### config.mk
export PLATFORM = sky130hd
export DESIGN_NAME = id_queue_decode
export DESIGN_NICKNAME = d
export VERILOG_FILES = /design/src/rtl/id_queue_decode.sv
export SDC_FILE = /design/constraint.sdc
export NUM_CORES = 1
export LEC_CHECK = 0
export CAP_MARGIN = 20
export CORE_ASPECT_RATIO = 0.9
export CORE_UTILIZATION = 40
export DETAILED_ROUTE_END_ITERATION = 10
export PLACE_DENSITY_LB_ADDON = 0.3
export SLEW_MARGIN = 20
export SYNTH_ARGS = -nofsm -noshare
export SYNTH_HDL_FRONTEND = slang
export SYNTH_SLANG_ARGS = --single-unit
### constraint.sdc
create_clock -name clk -period 15.41 [get_ports clk]
set_input_delay 2.3115 -clock clk [delete_from_list [all_inputs] [get_ports clk]]
set_output_delay 2.3115 -clock clk [all_outputs]
set_load 0.02 [all_outputs]
### src/rtl/id_queue_decode.sv
// RV32I decode stage with an instruction queue in front of it.
// The head entry is decoded, forwarded and popped into a registered EX slot.
module id_queue_decode #(
  parameter int QUEUE_DEPTH = 4,
  parameter int XLEN        = 32
) (
  input  logic            clk,
  input  logic            rst,
  input  logic            if_valid_i,
  input  logic [XLEN-1:0] if_pc_i,
  input  logic [31:0]     if_inst_i,
  output logic            if_ready_o,
  output logic [4:0]      reg1_addr_o,
  output logic [4:0]      reg2_addr_o,
  input  logic [XLEN-1:0] reg1_data_i,
  input  logic [XLEN-1:0] reg2_data_i,
  input  logic            ex_wreg_i,
  input  logic [4:0]      ex_wd_i,
  input  logic [XLEN-1:0] ex_wdata_i,
  input  logic            ex_is_load_i,
  input  logic            mem_wreg_i,
  input  logic [4:0]      mem_wd_i,
  input  logic [XLEN-1:0] mem_wdata_i,
  input  logic            flush_i,
  input  logic            ex_ready_i,
  output logic            id_valid_o,
  output logic [XLEN-1:0] pc_o,
  output logic [6:0]      opcode_o,
  output logic [2:0]      funct3_o,
  output logic [6:0]      funct7_o,
  output logic [XLEN-1:0] reg1_o,
  output logic [XLEN-1:0] reg2_o,
  output logic [XLEN-1:0] imm_o,
  output logic [4:0]      wd_o,
  output logic            wreg_o,
  output logic            branch_enable_o,
  output logic [XLEN-1:0] branch_addr_o
);

  localparam int AW = $clog2(QUEUE_DEPTH);
  localparam logic [AW:0]   FULL_COUNT = (AW + 1)'(QUEUE_DEPTH);
  localparam logic [AW-1:0] PTR_ONE    = AW'(1);
  localparam logic [AW:0]   CNT_ZERO   = '0;

  localparam logic [6:0] OPC_LUI    = 7'b0110111;
  localparam logic [6:0] OPC_AUIPC  = 7'b0010111;
  localparam logic [6:0] OPC_JAL    = 7'b1101111;
  localparam logic [6:0] OPC_JALR   = 7'b1100111;
  localparam logic [6:0] OPC_BRANCH = 7'b1100011;
  localparam logic [6:0] OPC_LOAD   = 7'b0000011;
  localparam logic [6:0] OPC_STORE  = 7'b0100011;
  localparam logic [6:0] OPC_OPIMM  = 7'b0010011;
  localparam logic [6:0] OPC_OP     = 7'b0110011;
  localparam logic [6:0] OPC_FENCE  = 7'b0001111;
  localparam logic [6:0] OPC_SYSTEM = 7'b1110011;

  logic [XLEN-1:0] pc_mem_q   [QUEUE_DEPTH];
  logic [XLEN-1:0] pc_mem_d   [QUEUE_DEPTH];
  logic [31:0]     inst_mem_q [QUEUE_DEPTH];
  logic [31:0]     inst_mem_d [QUEUE_DEPTH];
  logic [AW-1:0]   wr_ptr_q, wr_ptr_d;
  logic [AW-1:0]   rd_ptr_q, rd_ptr_d;
  logic [AW:0]     count_q, count_d;

  logic            id_valid_q, id_valid_d;
  logic [XLEN-1:0] pc_q, pc_d;
  logic [6:0]      opcode_q, opcode_d;
  logic [2:0]      funct3_q, funct3_d;
  logic [6:0]      funct7_q, funct7_d;
  logic [XLEN-1:0] reg1_q, reg1_d;
  logic [XLEN-1:0] reg2_q, reg2_d;
  logic [XLEN-1:0] imm_q, imm_d;
  logic [4:0]      wd_q, wd_d;
  logic            wreg_q, wreg_d;

  logic            head_valid;
  logic [XLEN-1:0] head_pc;
  logic [31:0]     head_inst;
  logic [6:0]      head_opc;
  logic [4:0]      head_rs1, head_rs2, head_rd;

  logic            dec_known, use_rs1, use_rs2, dec_writes, is_jal;
  logic [XLEN-1:0] dec_imm, op1, op2;
  logic [XLEN-1:0] imm_i, imm_s, imm_b, imm_u, imm_j, pc_plus4;

  logic load_use, slot_free, pop, jal_taken, push;

  function automatic logic [XLEN-1:0] sext(input logic [31:0] v);
    return XLEN'($signed(v));
  endfunction

  assign head_valid = (count_q != CNT_ZERO);
  assign head_pc    = pc_mem_q[rd_ptr_q];
  assign head_inst  = inst_mem_q[rd_ptr_q];
  assign head_opc   = head_inst[6:0];
  assign head_rs1   = head_inst[19:15];
  assign head_rs2   = head_inst[24:20];
  assign head_rd    = head_inst[11:7];

  assign imm_i    = sext({{20{head_inst[31]}}, head_inst[31:20]});
  assign imm_s    = sext({{20{head_inst[31]}}, head_inst[31:25], head_inst[11:7]});
  assign imm_b    = sext({{19{head_inst[31]}}, head_inst[31], head_inst[7],
                          head_inst[30:25], head_inst[11:8], 1'b0});
  assign imm_u    = sext({head_inst[31:12], 12'b0});
  assign imm_j    = sext({{11{head_inst[31]}}, head_inst[31], head_inst[19:12],
                          head_inst[20], head_inst[30:21], 1'b0});
  assign pc_plus4 = head_pc + XLEN'(4);

  // Format classification: which operands are read, whether rd is written, which immediate.
  always_comb begin
    dec_known  = 1'b1;
    use_rs1    = 1'b0;
    use_rs2    = 1'b0;
    dec_writes = 1'b0;
    is_jal     = 1'b0;
    dec_imm    = '0;
    case (head_opc)
      OPC_LUI:    begin dec_writes = 1'b1; dec_imm = imm_u; end
      OPC_AUIPC:  begin dec_writes = 1'b1; dec_imm = imm_u + head_pc; end
      OPC_JAL:    begin dec_writes = 1'b1; is_jal = 1'b1; dec_imm = pc_plus4; end
      OPC_JALR:   begin use_rs1 = 1'b1; dec_writes = 1'b1; dec_imm = pc_plus4; end
      OPC_BRANCH: begin use_rs1 = 1'b1; use_rs2 = 1'b1; dec_imm = imm_b; end
      OPC_LOAD:   begin use_rs1 = 1'b1; dec_writes = 1'b1; dec_imm = imm_i; end
      OPC_STORE:  begin use_rs1 = 1'b1; use_rs2 = 1'b1; dec_imm = imm_s; end
      OPC_OPIMM:  begin use_rs1 = 1'b1; dec_writes = 1'b1; dec_imm = imm_i; end
      OPC_OP:     begin use_rs1 = 1'b1; use_rs2 = 1'b1; dec_writes = 1'b1; end
      OPC_FENCE:  dec_imm = imm_i;
      OPC_SYSTEM: dec_imm = imm_i;
      default:    dec_known = 1'b0;
    endcase
  end

  // Operand bypass: the youngest producer (EX) wins over MEM, x0 always reads zero.
  always_comb begin
    op1 = '0;
    op2 = '0;
    if (use_rs1 && head_rs1 != 5'd0) begin
      if (ex_wreg_i && ex_wd_i == head_rs1)        op1 = ex_wdata_i;
      else if (mem_wreg_i && mem_wd_i == head_rs1) op1 = mem_wdata_i;
      else                                         op1 = reg1_data_i;
    end
    if (use_rs2 && head_rs2 != 5'd0) begin
      if (ex_wreg_i && ex_wd_i == head_rs2)        op2 = ex_wdata_i;
      else if (mem_wreg_i && mem_wd_i == head_rs2) op2 = mem_wdata_i;
      else                                         op2 = reg2_data_i;
    end
  end

  assign load_use  = head_valid && dec_known && ex_is_load_i && ex_wreg_i && (ex_wd_i != 5'd0) &&
                     ((use_rs1 && head_rs1 == ex_wd_i) || (use_rs2 && head_rs2 == ex_wd_i));
  assign slot_free = !id_valid_q || ex_ready_i;
  assign pop       = head_valid && slot_free && !load_use && !flush_i;
  assign jal_taken = pop && dec_known && is_jal;
  assign push      = if_valid_i && if_ready_o && !flush_i && !jal_taken;

  // A flush or a taken JAL empties the queue outright, dropping any same-cycle push.
  always_comb begin
    pc_mem_d   = pc_mem_q;
    inst_mem_d = inst_mem_q;
    wr_ptr_d   = wr_ptr_q;
    rd_ptr_d   = rd_ptr_q;
    count_d    = count_q;
    if (flush_i || jal_taken) begin
      wr_ptr_d = '0;
      rd_ptr_d = '0;
      count_d  = '0;
    end else begin
      if (push) begin
        pc_mem_d[wr_ptr_q]   = if_pc_i;
        inst_mem_d[wr_ptr_q] = if_inst_i;
        wr_ptr_d             = wr_ptr_q + PTR_ONE;
      end
      if (pop) rd_ptr_d = rd_ptr_q + PTR_ONE;
      count_d = count_q + (AW + 1)'(push) - (AW + 1)'(pop);
    end
  end

  // Output slot: holds while EX stalls it, otherwise takes the head or a zeroed bubble.
  always_comb begin
    id_valid_d = id_valid_q;
    pc_d       = pc_q;
    opcode_d   = opcode_q;
    funct3_d   = funct3_q;
    funct7_d   = funct7_q;
    reg1_d     = reg1_q;
    reg2_d     = reg2_q;
    imm_d      = imm_q;
    wd_d       = wd_q;
    wreg_d     = wreg_q;
    if (flush_i || slot_free) begin
      id_valid_d = 1'b0;
      pc_d       = '0;
      opcode_d   = '0;
      funct3_d   = '0;
      funct7_d   = '0;
      reg1_d     = '0;
      reg2_d     = '0;
      imm_d      = '0;
      wd_d       = '0;
      wreg_d     = 1'b0;
      if (pop) begin
        id_valid_d = 1'b1;
        pc_d       = head_pc;
        if (dec_known) begin
          opcode_d = head_opc;
          funct3_d = head_inst[14:12];
          funct7_d = head_inst[31:25];
          reg1_d   = op1;
          reg2_d   = op2;
          imm_d    = dec_imm;
          wd_d     = dec_writes ? head_rd : 5'd0;
          wreg_d   = dec_writes && (head_rd != 5'd0);
        end
      end
    end
  end

  always_ff @(posedge clk or posedge rst) begin
    if (rst) begin
      for (int i = 0; i < QUEUE_DEPTH; i++) begin
        pc_mem_q[i]   <= '0;
        inst_mem_q[i] <= '0;
      end
      wr_ptr_q   <= '0;
      rd_ptr_q   <= '0;
      count_q    <= '0;
      id_valid_q <= 1'b0;
      pc_q       <= '0;
      opcode_q   <= '0;
      funct3_q   <= '0;
      funct7_q   <= '0;
      reg1_q     <= '0;
      reg2_q     <= '0;
      imm_q      <= '0;
      wd_q       <= '0;
      wreg_q     <= 1'b0;
    end else begin
      pc_mem_q   <= pc_mem_d;
      inst_mem_q <= inst_mem_d;
      wr_ptr_q   <= wr_ptr_d;
      rd_ptr_q   <= rd_ptr_d;
      count_q    <= count_d;
      id_valid_q <= id_valid_d;
      pc_q       <= pc_d;
      opcode_q   <= opcode_d;
      funct3_q   <= funct3_d;
      funct7_q   <= funct7_d;
      reg1_q     <= reg1_d;
      reg2_q     <= reg2_d;
      imm_q      <= imm_d;
      wd_q       <= wd_d;
      wreg_q     <= wreg_d;
    end
  end

  assign if_ready_o      = (count_q != FULL_COUNT);
  assign reg1_addr_o     = head_valid ? head_rs1 : 5'd0;
  assign reg2_addr_o     = head_valid ? head_rs2 : 5'd0;
  assign branch_enable_o = jal_taken;
  assign branch_addr_o   = jal_taken ? (head_pc + imm_j) : '0;

  assign id_valid_o = id_valid_q;
  assign pc_o       = pc_q;
  assign opcode_o   = opcode_q;
  assign funct3_o   = funct3_q;
  assign funct7_o   = funct7_q;
  assign reg1_o     = reg1_q;
  assign reg2_o     = reg2_q;
  assign imm_o      = imm_q;
  assign wd_o       = wd_q;
  assign wreg_o     = wreg_q;

endmodule

== Yosys cells after proc, flatten, opt, wreduce, memory -nomap -nowiden ==
Cells that the tools add are included.

* Add/subtract/negate cells: 7
* Magnitude comparators: 3
* Eq/ne operators: 18
* Multiplexer cells: 49
* Bitwise operators: 3
* Reductions and logical operators: 45

{| class="wikitable"
|+ Operator list
! operator !! count
|-
| two-way mux 32 bit || 19
|-
| bitwise mux 128 bit || 2
|-
| one-hot mux 32 bit (6 select lines) || 1
|-
| binary-select mux 32 bit (select 2 bit) || 2
|-
| adder 32 bit || 2
|-
| demux 32 bit (select 2 bit) || 1
|-
| adder 32 x 3 -> 32 bit, second input constant || 1
|-
| equality test 5 bit || 6
|-
| equality test 7 bit, second input constant || 4
|-
| two-way mux 7 bit || 4
|-
| two-way mux 5 bit || 5
|-
| logical AND 1 bit || 23
|-
| equality test 7 x 6 -> 1 bit, second input constant || 3
|-
| nonzero test 5 bit || 4
|-
| equality test 7 x 5 -> 1 bit, second input constant || 2
|-
| OR reduction 11 bit || 1
|-
| two-way mux 3 bit || 3
|-
| two-way mux 1 bit || 8
|-
| two-way mux 2 bit || 4
|-
| equality test 7 x 2 -> 1 bit, second input constant || 1
|-
| equality test 7 x 4 -> 1 bit, second input constant || 1
|-
| OR reduction 7 bit || 1
|-
| greater-or-equal comparator 3 bit, second input constant || 2
|-
| NOT 2 -> 3 bit || 2
|-
| 15 further kinds || 23
|}

* Bits in registers: 415
* Input port bits: 210
* Output and inout bits: 196
* Logic and storage cells: 146

== Longest topological paths before layout ==
* Depth after elaboration: 22
* Mapped depth: 19

== Worst setup path after synthesis ==
No wires, ideal clock.

* Path kind: flip-flop to output port
* From: register rd_ptr_q[0]
* To: output port branch_addr_o[27]
* Arrival time: 4.695 ns
* Slack: 8.404 ns
* Cell stages (with the launch flop): 19
* Buffers on the path: 7
* Cell sequence: dfrtp_1 buf_6 buf_8 buf_12 buf_8 buf_8 buf_2 buf_2 mux4_2 ha_1 fa_1 a21oi_1 o21ai_0 a211oi_1 nor3_1 o31ai_1 a21boi_0 o21a_1 nor3_1

* Longest elaborated chain between the ends: 18

{| class="wikitable"
|+ Ends and longest elaborated chain
! item !! line !! RTL
|-
| start, declared || 62 || <nowiki>logic [AW-1:0] rd_ptr_q, rd_ptr_d;</nowiki>
|-
| start signal, assigned || 241 || <nowiki>rd_ptr_q <= rd_ptr_d;</nowiki>
|-
| NOT 2 -> 3 bit (not written as such) (*) || 93, 94 ||
|-
| binary-select mux 32 bit (select 2 bit) || 94 || <nowiki>assign head_inst = inst_mem_q[rd_ptr_q];</nowiki>
|-
| two-way mux 32 bit (not written as such) (2 in series) || 94 ||
|-
| equality test 7 bit (tied with other cells) || 117 || <nowiki>case (head_opc)</nowiki>
|-
| OR reduction 11 bit (no source line) || - ||
|-
| two-way mux 1 bit || 117 ||
|-
| logical AND 1 bit (5 in series) || 149 || <nowiki>assign load_use = head_valid && dec_known && ex_is_load_i && ex_wreg_i && (ex_wd_i != 5'd0) &&</nowiki>
|-
| logical NOT 1 bit || 152 || <nowiki>assign pop = head_valid && slot_free && !load_use && !flush_i;</nowiki>
|-
| logical AND 1 bit (2 in series) || 152 ||
|-
| logical AND 1 bit (2 in series) || 153 || <nowiki>assign jal_taken = pop && dec_known && is_jal;</nowiki>
|-
| two-way mux 32 bit (*) || 260 || <nowiki>assign branch_addr_o = jal_taken ? (head_pc + imm_j) : '0;</nowiki>
|-
| end, declared || 37 || <nowiki>output logic [XLEN-1:0] branch_addr_o</nowiki>
|}

Mark *: on every way between the ends. The rest lies on a longest branch, timed or not. The select of a mux whose other input is x is not followed.

== Final worst setup path ==
* From: register rd_ptr_q[1]
* To: output port branch_addr_o[27]

Same word-level chain as after synthesis.

==> run summary <==
commonest non-fill, non-tap cell in the layout = dfrtp_1
CTS resizes = 0
Yosys reg bits = 415
Post-DP HPWL = 52790 um
Placement Rows = 81
CP Launch Type = register
setup tns final = 0 ps
total gr overflow = 0
number of flops mapped to enable cells by yosys = 0
hold path cells = 1
first-pass GRT wire length = 112300 um
Clock Skews = 38.43 ps
period utilisation layout = 0.5595
IO buf count = 405
Worst VDD drop = 0.0001249 V
Synth warnings = 0
area delta synth->final = 28.03%
final net count = 2481
IO Count = 406
max_slew headroom = 0.2325
core area = 0.05463 mm2
most frequent cells in the layout = 413 x dfrtp_1, 405 x clkdlybuf4s50_1, 232 x mux2_2
Syn Inst Count = 1867
slew of the pin with the lowest slew margin = 1151 ps
Pins Over Slew Limit = 0
CTS H-Tree Depth = 2
DRT antenna net count = 0
Hold Fails Final Rpt = 0
Post-CTS Hold Buffers = 0
die area = 0.05662 mm2
DR vias = 17440
Peak Freq = 116.0 MHz
synth unique cells = 84
Routed WL = 75740 um
Post-Syn Area = 0.02227 mm2
wire length per cell = 25.45 um
post-route setup slack = 6789 ps
largest net degree at the start of global routing = 161
final worst path period need = 8621 ps
status = finished clean
layout cell share with drive strength beyond 1 = 0.1926
TritonCTS sink count = 415
post-synthesis sequential area ratio = 0.4663
Crit Path Class = register to output pin
RSZ-0062 raised after global routing = no
Die X = 250.7 um
predominant post-synthesis flop cell = dfrtp_1
Worst-Skew Late Latency = 620 ps
Cells after DPL = 2876
clk slew on worst S/H paths = 60 ps
asr flop ratio synth = 1.000
Reg2Reg Depth = 11
GRT Util Overall = 0.2646
WP data arrival = 6310 ps
Final setup viols = 0
Net Count, Synth = 2128
Place WS = 7506 ps
Initial Utilization = 0.4077
Critical Path RT = 13100 ps
Reg2Reg Setup Slack = 9460 ps
TritonCTS clock tree = built
Crit. End Element = output pin
routability congestion estimate = 0.9231
DRT Pass-1 Iters = 7
Pwr Density = 212.7 mW/mm2
clk root buf = clkbuf_16
DIE HEIGHT = 225.8 um
Max FO, Critical Path = 38
CTS Buf Count = 47
Max Cap Violations = 0
Finished Layout Cells = 2976
clock buffer depth = 3
HP Class = register to register
DRC Markers = 0
initial antenna violation count = 18
number of DRC markers in iteration 0 = 1495
P_leak = 11.93 nW
post-CTS setup buffer count = 0
Vias/cell = 5.860
vias in the first global route = 17760
Synth Area per Inst = 11.93 um2
==> metrics by stage <==
stage	utilization	instance area, um2	power, W	hold slack, ps
final	0.5219	28510	0.006063	485.6
after global routing	0.5217	28500	0.006402	502.7
after CTS	0.5213	28480	0.006051	488.6
after detailed placement	0.4904	26790	0.004824	470.6
after global placement	0.4904	26790	0.004767	468.3
after floorplan	-	22270	0.003884	458.9
==> sequential cells by signal, summed over array words and instances, names as in the netlist <==
register,flops
funct3_o,3
wr_ptr_q,2
opcode_o,7
imm_o,32
funct7_o,7
pc_o,32
reg2_o,32
reg1_o,32
rd_ptr_q,2
pc_mem_q,128
id_valid_o,1
wd_o,5
count_q,3
wreg_o,1
inst_mem_q,128
==> cell families after synthesis <==
kind of cell,count (synthesis),synth area share
compound gates,403,0.1289
xor+xnor,81,0.03186
fa+ha+maj,51,0.02967
buf+inv,149,0.03382
flops,415,0.4663
mux,386,0.2233
simple gates,382,0.08613
==> cell usage after synthesis, types with 13 or more instances <==
library cell / number / area [um2]
a21oi_1: 52 / 260.3
ha_1: 48 / 600.6
mux4_2: 63 / 1419
xor2_1: 36 / 315.3
nor2b_1: 17 / 106.4
nor2_1: 74 / 277.8
nand4_1: 17 / 106.4
buf_4: 13 / 97.59
mux2_2: 232 / 2613
mux2_1: 24 / 270.3
nand2_1: 146 / 548.0
inv_1: 23 / 86.33
nor3_1: 17 / 85.08
clkbuf_1: 59 / 221.5
o21ai_0: 107 / 535.5
a21o_1: 20 / 150.1
xnor2_1: 45 / 394.1
buf_2: 40 / 200.2
a22o_1: 130 / 1139
nand3_1: 35 / 175.2
mux2i_1: 67 / 670.6
dfrtp_1: 415 / 10380
==> power by group <==
group	switching, W	internal [W]	leakage [nW]
logic	0.00185	0.00136	5.69
registers	0.000212	0.00143	5.43
clock network	0.000490	0.000713	0.816
total	0.00255	0.00351	11.9
==> cell type report <==
cell class	count	area, um2
antenna	12	30.03
clock inverter	20	311.5
clock buffer	68	1375
inverter	24	97.59
sequential	415	10390
timing repair buffer	429	4250
multi-input combinational	1303	11170
fill	4695	26120
tap	705	882.1
==> worst max-delay path, cell delays in order (launching register included) <==
cell             delay [ps]
dfrtp_2                1000
buf_4                   690
mux4_2                  560
ha_1                    310
fa_1                    420
a21oi_1                 190
o21ai_0                 160
a211oi_1                420
nor3_1                  190
o31ai_1                 550
a21boi_0                220
o21a_1                  200
nor3_1                  130
clkdlybuf4s50_1         640
==> path summary, 6_finish.rpt <==
| check | end | start |
|---|---|---|
| setup / recovery | branch_addr_o[27] | rd_ptr_q[1] |
| hold / removal | opcode_o[0] | opcode_o[0] |
| setup reg to reg | pc_mem_q[58] | rd_ptr_q[0] |
| hold reg to reg | opcode_o[0] | opcode_o[0] |
| max in group asynchronous | pc_mem_q[30] | rst |
| min in group asynchronous | reg2_o[21] | rst |
==> routing by layer <==
| metal | wire [um] | global-route usage |
|---|---|---|
| met2 | 34980 | 0.4190 |
| met4 | 2992 | 0.1237 |
| met5 | 54 | 0 |
| met3 | 6269 | 0.07123 |
| met1 | 31440 | 0.3378 |
(Power assumes the default switching activity.)
